## config.mk

```make
export PLATFORM = sky130hd
export DESIGN_NAME = counter_run_arbiter
export DESIGN_NICKNAME = d
export VERILOG_FILES = /design/src/rtl/counter_run_arbiter_pkg.sv /design/src/rtl/counter_run_arbiter_core.sv /design/src/rtl/counter_run_arbiter.sv
export SDC_FILE = /design/constraint.sdc
export NUM_CORES = 1
export LEC_CHECK = 0
export CORE_MARGIN = 4
export CORE_UTILIZATION = 40
export DETAILED_ROUTE_END_ITERATION = 16
export GPL_TIMING_DRIVEN = 0
export PLACE_DENSITY = 0.74
export SYNTH_ARGS = -nofsm -noshare
export SYNTH_HDL_FRONTEND = slang
export SYNTH_SLANG_ARGS = --single-unit
```

## constraint.sdc

```tcl
create_clock -name clk -period 1.75 [get_ports clk]
set_input_delay 0.35 -clock clk [delete_from_list [all_inputs] [get_ports clk]]
set_output_delay 0.35 -clock clk [all_outputs]
set_load 0.02 [all_outputs]
```

## src/rtl/counter_run_arbiter_pkg.sv

```systemverilog
// Shared definitions for the counter run arbiter: FSM state encoding,
// default range top and counting direction codes.
package counter_run_arbiter_pkg;

  typedef enum logic {
    IDLE = 1'b0,
    RUN  = 1'b1
  } state_e;

  localparam int MAXVAL_DEFAULT = 30;

  localparam logic DIR_UP   = 1'b0;
  localparam logic DIR_DOWN = 1'b1;

endpackage

```

## src/rtl/counter_run_arbiter_core.sv

```systemverilog
// Registered up/down counter datapath; a load takes priority over a step,
// and steps wrap modulo 2^WIDTH.
module updown_counter_core
  import counter_run_arbiter_pkg::*;
#(
  parameter int WIDTH = 5
) (
  input  logic             clk,
  input  logic             rst_n,
  input  logic             load,
  input  logic [WIDTH-1:0] load_val,
  input  logic             step,
  input  logic             mode,
  output logic [WIDTH-1:0] q
);

  logic [WIDTH-1:0] q_q, q_d;

  always_comb begin
    q_d = q_q;
    if (load) begin
      q_d = load_val;
    end else if (step) begin
      q_d = (mode == DIR_DOWN) ? q_q - WIDTH'(1) : q_q + WIDTH'(1);
    end
  end

  always_ff @(posedge clk or negedge rst_n) begin
    if (!rst_n) begin
      q_q <= '0;
    end else begin
      q_q <= q_d;
    end
  end

  assign q = q_q;

endmodule

```

## src/rtl/counter_run_arbiter.sv

```systemverilog
// Round-robin arbiter that hands the shared counter to one requester at a time,
// runs it from a range end to the latched target and pulses done to the owner.
module counter_run_arbiter
  import counter_run_arbiter_pkg::*;
#(
  parameter int WIDTH  = 5,
  parameter int MAXVAL = MAXVAL_DEFAULT,
  parameter int NREQ   = 2
) (
  input  logic                  clk,
  input  logic                  rst_n,
  input  logic [NREQ-1:0]       req,
  input  logic [NREQ-1:0]       req_mode,
  input  logic [NREQ*WIDTH-1:0] req_target,
  output logic [NREQ-1:0]       gnt,
  output logic [NREQ-1:0]       done,
  output logic                  busy,
  output logic [WIDTH-1:0]      count,
  output logic                  cnt_mode
);

  localparam int IDXW = (NREQ > 1) ? $clog2(NREQ) : 1;
  localparam logic [WIDTH-1:0] MAXV = WIDTH'(MAXVAL);

  state_e state_q, state_d;
  logic [IDXW-1:0] owner_q, owner_d, rrPtr_q, rrPtr_d;
  logic [IDXW-1:0] pickIdx, candIdx;
  logic pickFound;
  logic [WIDTH-1:0] target_q, target_d, pickTarget, loadVal, cntQ;
  logic cntMode_q, cntMode_d, load, step;
  logic [NREQ-1:0] done_q, done_d;

  // First active request at or after the round-robin pointer.
  always_comb begin
    pickFound = 1'b0;
    pickIdx   = '0;
    candIdx   = '0;
    for (int k = 0; k < NREQ; k++) begin
      candIdx = IDXW'((int'(rrPtr_q) + k) % NREQ);
      if (!pickFound && req[candIdx]) begin
        pickFound = 1'b1;
        pickIdx   = candIdx;
      end
    end
  end

  assign pickTarget = req_target[int'(pickIdx)*WIDTH +: WIDTH];

  always_comb begin
    state_d   = state_q;
    owner_d   = owner_q;
    rrPtr_d   = rrPtr_q;
    target_d  = target_q;
    cntMode_d = cntMode_q;
    done_d    = '0;
    load      = 1'b0;
    loadVal   = '0;
    step      = 1'b0;
    case (state_q)
      IDLE: begin
        if (pickFound) begin
          owner_d   = pickIdx;
          target_d  = (pickTarget > MAXV) ? MAXV : pickTarget;
          cntMode_d = req_mode[pickIdx];
          load      = 1'b1;
          loadVal   = (req_mode[pickIdx] == DIR_DOWN) ? MAXV : '0;
          rrPtr_d   = (pickIdx == IDXW'(NREQ - 1)) ? '0 : pickIdx + IDXW'(1);
          state_d   = RUN;
        end
      end
      RUN: begin
        // Abort outranks completion, so a dropped request never sees done.
        if (!req[owner_q]) begin
          state_d = IDLE;
        end else if (cntQ == target_q) begin
          done_d[owner_q] = 1'b1;
          state_d         = IDLE;
        end else begin
          step = 1'b1;
        end
      end
      default: state_d = IDLE;
    endcase
  end

  always_ff @(posedge clk or negedge rst_n) begin
    if (!rst_n) begin
      state_q   <= IDLE;
      owner_q   <= '0;
      rrPtr_q   <= '0;
      target_q  <= '0;
      cntMode_q <= 1'b0;
      done_q    <= '0;
    end else begin
      state_q   <= state_d;
      owner_q   <= owner_d;
      rrPtr_q   <= rrPtr_d;
      target_q  <= target_d;
      cntMode_q <= cntMode_d;
      done_q    <= done_d;
    end
  end

  updown_counter_core #(
    .WIDTH(WIDTH)
  ) u_core (
    .clk     (clk),
    .rst_n   (rst_n),
    .load    (load),
    .load_val(loadVal),
    .step    (step),
    .mode    (cntMode_q),
    .q       (cntQ)
  );

  always_comb begin
    gnt = '0;
    if (state_q == RUN) begin
      gnt[owner_q] = 1'b1;
    end
  end

  assign done     = done_q;
  assign busy     = (state_q == RUN);
  assign count    = cntQ;
  assign cnt_mode = cntMode_q;

endmodule
```

# == After elaboration in Yosys (flattened, before gate mapping) ==
# Cells that the tools add are included.
# Widths: inputs -> output; s select.
# classes
add_sub_neg,4
mul,1
n_div,0
n_lt_le_gt_ge,6
eq_ne,1
shift,1
mux,32
n_bitwise,1
n_reduce_logical,5
# op_table
operator,n
$mux 5,7
$mux 1,19
$shiftx 10x5->5,1
$lt 1x2->1 const B,4
$mux 2,4
$add 5x1->5 const B,1
$eq 5x5->1,1
$gt 5x5->1 const B,1
$sub 5x1->5 const B,1
$mul 1x3->4 const B,1
$add 1x1->1 const B,2
$logic_and 1x1->1,2
$pmux 1 s2,1
$reduce_and 2->1,1
$reduce_bool 2->1,1
$demux 1 s1,1
$ge 1x1->1 const B,1
$logic_not 1->1,1
$not 1->1,1
# totals
reg_bits,16
latch_bits,0
ram_bits,0
romBits,0
in_bits,16
out_inout_bits,11
word_cells,58
n_memories,0

# == Depth between registers and ports, before layout ==
# logic_depth
depth_word,12
mapped_depth,6
depth_no_buf,5

# == Cells and area by module ==
# A second synthesis with hierarchy kept.
# unflattened
hier_cells,106
area_unflattened_um2,999.7
# by_module_without_submodules
mod,n_inst,cells_per_inst,area_per_inst_um2
counter_run_arbiter,1,68,643.1
updown_counter_core,1,38,356.6

# == Least setup slack after synthesis ==
# No wires, ideal clock.
# synth_path
kind,reg-to-reg
startpoint,register cntMode_q (netlist: cnt_mode)
endpoint,register u_core.q_q[4] (netlist: u_core.q[4])
setup_time_ps,129
arrival_time_ps,1747
required_time_ps,1621
setup_slack_ps,-125
path_stages_with_launch,6
synth_period_minus_slack_ps,1875
path_cell_list,dfrtp_1 -> ha_1 -> a21oi_1 -> a2111o_1 -> o211ai_1 -> a2111o_1
# synth_between
elab_chain_len,3
# synth_rtl
element,line,text
start: declaration,counter_run_arbiter.sv:30,"logic cntMode_q, cntMode_d, load, step;"
start signal: assignment,counter_run_arbiter.sv:99,cntMode_q <= cntMode_d;
$mux 5,counter_run_arbiter_core.sv:24,q_d = (mode == DIR_DOWN) ? q_q - WIDTH'(1) : q_q + WIDTH'(1);
$mux 5,counter_run_arbiter_core.sv:23,end else if (step) begin
$mux 5,counter_run_arbiter_core.sv:21,if (load) begin
end signal: assignment,counter_run_arbiter_core.sv:32,q_q <= q_d;
end: declaration,counter_run_arbiter_core.sv:17,"logic [WIDTH-1:0] q_q, q_d;"
# No other way between the ends. The select of a mux whose other input is x is not followed.
# A chain may end at the register's enable or synchronous reset.

# == Worst setup path after layout ==
# Same ends and word-level chain as after synthesis.

==> summary.md <==
| Metric | Value |
|---|---|
| Outcome | completed |
| Rows | 18 |
| Core ar. | 2450 µm² |
| Switch share | 43.7% |
| Setup-failing EPs final | 0 |
| Worst-Margin Slew | 725 ps |
| Fmax | 580 MHz |
| Dpl cells | 156 |
| Fin. max-slew vios | 0 |
| Area of the mapped netlist | 1030 µm² |
| Clock power share | 8.3% |
| Wire per inst | 14.6 µm |
| CTS tree | done |
| Setup CP Type | reg2reg |
| Most frequent CP cell | a2111o_1 |
| Min Tclk post-route | 1720 ps |
| Diode count | 0 |
| Most frequent cells in the layout | clkdlybuf4s50_1, dfrtp_1, nand2_1, o21ai_0 |
| CTS Buf Count | 3 |
| Die H | 58.6 µm |
| CP Data Arrival Time | 1900 ps |
| Avg Cell Area, Syn | 10.2 µm² |
| Combinational power share | 63.6% |
| Pre-antenna DRT Iters | 4 |
| DRC | 0 |
| Reg2reg setup slack | 30 ps |
| Detail Route Antenna Nets | 0 |
| Vias/cell | 5.47 |
| Met3 usage | 3.29% |
| Post-Syn Nets | 121 |
| Placer Congestion | 0.810 |
| Cell Pwr Density | 1850 nW/µm² |
| Sequential area share after synthesis | 39.0% |
| Int Pwr | 1.46 mW |
| Maximum VDD drop | 0.00110 V |
| Post-Syn Instances | 101 |
| GR Util All Layers | 15.2% |
| Pre-CTS worst setup slack | -377 ps |
| Static Leak | 0.617 nW |
| Synth async-reset ratio | 100% |
| Vias | 897 |
| Commonest non-fill, non-tap cell in the layout | clkdlybuf4s50_1 |
| Area growth, synth to finish | 36.7% |
| Synth Register Bits | 16 |
| MaxCap Viol Count | 0 |
| Max-slew headroom | 51.5% |
| Die area | 3440 µm² |
| Critical Path Source | cnt_mode$_DFFE_PN0P_ |
| Initial antenna violation count | 0 |
| Kind of cell adding the most delay to the critical path | compound AO/OA/AOI/OAI gates |
| WP buf/inv | 0 |
| GR Util met2 | 26.2% |
| # IOs | 27 |
| YS warnings | 0 |
| RSZ-0062 raised after global routing | true |
| CP max-delay cell | dfrtp_2 |
| Sw power | 1.13 mW |
| Layout cells sized above 1 | 17.2% |
| Initial DRC Count | 5 |
| Detailed Route WL | 2.40 mm |
| Netlist cell types | 32 |
| Final hold violations | 0 |
| Final #Nets | 155 |
| Grt met1 use | 17.8% |
| Max Clock Skew | 9.58 ps |
| Worst-Skew Late Latency | 300 ps |
| HP Class | in2reg |
| Largest net degree at the start of global routing | 17 |
| Initial Utilization | 41.8% |
| Reg clk slew, reported paths | 90 ps |
| CP Max Fanout | 6 |
| First-pass GRT wire length | 3.88 mm |
| HPWL Detailed | 1.83 mm |
| Final period util | 98.4% |
| CTS HTree Levels | 1 |
| Crit path launch type | flop |
| Port bufs | 25 |
| Setup TNS | 0 ps |
| Vias in the first global route | 828 |
| Delay of the slowest cell on the worst path | 490 ps |
| Register share of total power | 28.1% |
| Die X | 58.6 µm |
| Post-synth EDFFs | 0 |
| Worst-path cell chain | fa_2 -> nand3_2 -> a2111o_1 -> o211ai_1 -> a2111o_1 |
| Req. time, crit path | 1930 ps |
| Final worst slack | 27.2 ps |
| CTS Buffer Depth | 2 |
| Busiest layer in global routing | met2 |
| Crit path capture type | flop |
| Reg-to-Reg Start | cnt_mode$_DFFE_PN0P_ |
| Finished Layout Cells | 164 |
| Area of the multi-input gates | 616 µm² |
| Register cell area after layout | 404 µm² |
| Ys flop type | dfrtp_1 |
| Worst Hold Launch | req[1] |
| Grt ovf | 0 |
| Clock root buffer master | clkbuf_4 |
| Clock sink total | 16 |
| Fillers | 230 |
## area by class of cell
class                           instances  share of cell area, %
Timing Repair Buffer                   29                   20.0
Buffer                                  4                   1.96
Clock buffer                            4                   1.87
Sequential cell                        16                   28.8
Tap cell                               30                   2.68
Multi-Input combinational cell         78                   43.9
Inverter                                3                  0.803
## cell families (layout without fill, tap and decap cells)
group | count (synthesis) | after routing | synth area share [%]
mux | 9 | 9 | 9.27
simple gates | 34 | 34 | 17.0
flops | 16 | 16 | 39.0
buf+inv | 7 | 40 | 3.54
fa+ha+maj | 4 | 4 | 5.61
compound gates | 25 | 25 | 20.5
xor+xnor | 6 | 6 | 5.12
## worst register-to-register path, stage by stage, from the launching register on
cell	delay, ps
dfrtp_2	490
fa_2	430
nand3_2	100
a2111o_1	130
o211ai_1	90
a2111o_1	380
## Yosys cell counts (2+ instances only)
cell type  number  area share, %
a21oi_1         3            1.5
a211o_1         2            1.7
nand4_1         6            3.7
nor2_1          4            1.5
a2111o_1        2            2.2
mux2i_1         5            4.9
nand2_1        12            4.4
and2_1          2            1.2
dfrtp_1        16             39
nand3_1         5            2.4
inv_1           3            1.1
o21ai_0         7            3.4
o211ai_1        2            1.5
xnor2_1         6            5.1
a31oi_1         2            1.2
and3_1          2            1.2
ha_1            3            3.7
buf_2           2           0.98
mux2_1          4            4.4
## timing repair
item / in CTS / in global routing
setup buffers: 3 / 1
hold buffers: 0 / 0
gates resized for setup: 6 / 7
endpoints found under the setup margin: 8 / 9
pin swaps: 1 / 3
## state kept, by name (all words and copies together) (netlist names)
signal / cells
owner_q: 1
busy: 1
u_core.q: 5
done: 2
target_q: 5
rrPtr_q: 1
cnt_mode: 1
## path summary, 6_finish.rpt
| check | endpoint | depth (start not counted) |
|---|---|---|
| max | u_core.q[4]$_DFFE_PN0P_ | 5 |
| min | rrPtr_q$_DFFE_PN0P_ | 2 |
| max reg2reg | u_core.q[4]$_DFFE_PN0P_ | 5 |
| min reg2reg | target_q[4]$_DFFE_PN0P_ | 2 |
| max in group asynchronous | cnt_mode$_DFFE_PN0P_ | 1 |
| min in group asynchronous | u_core.q[3]$_DFFE_PN0P_ | 1 |
## power by group through the flow
stage / clock [mW] / sequential [mW] / combinational, mW
2_1_floorplan: 0 / 0.818 / 1.04
5_1_grt: 0.229 / 0.757 / 1.82
3_5_place_dp: 0 / 0.771 / 1.57
4_1_cts: 0.216 / 0.735 / 1.64
6_report: 0.215 / 0.731 / 1.65
3_3_place_gp: 0 / 0.758 / 1.54
## routing by layer
metal  vias up  share of wire [%]
li1        437                  -
met1       433                 41
met2        23                 53
met3         4                4.5
met4         0                2.0
met5         -                  0
## stage by stage
stage	instance area, µm²	util (%)	power, mW	hold WS (ps)
3_3_place_gp	1340	54.6	2.30	487
2_1_floorplan	1050	-	1.86	54.4
4_1_cts	1390	56.5	2.59	425
5_1_grt	1400	57.1	2.80	437
6_report	1400	57.1	2.60	424
3_5_place_dp	1340	54.6	2.34	499
(Power assumes the default switching activity.)
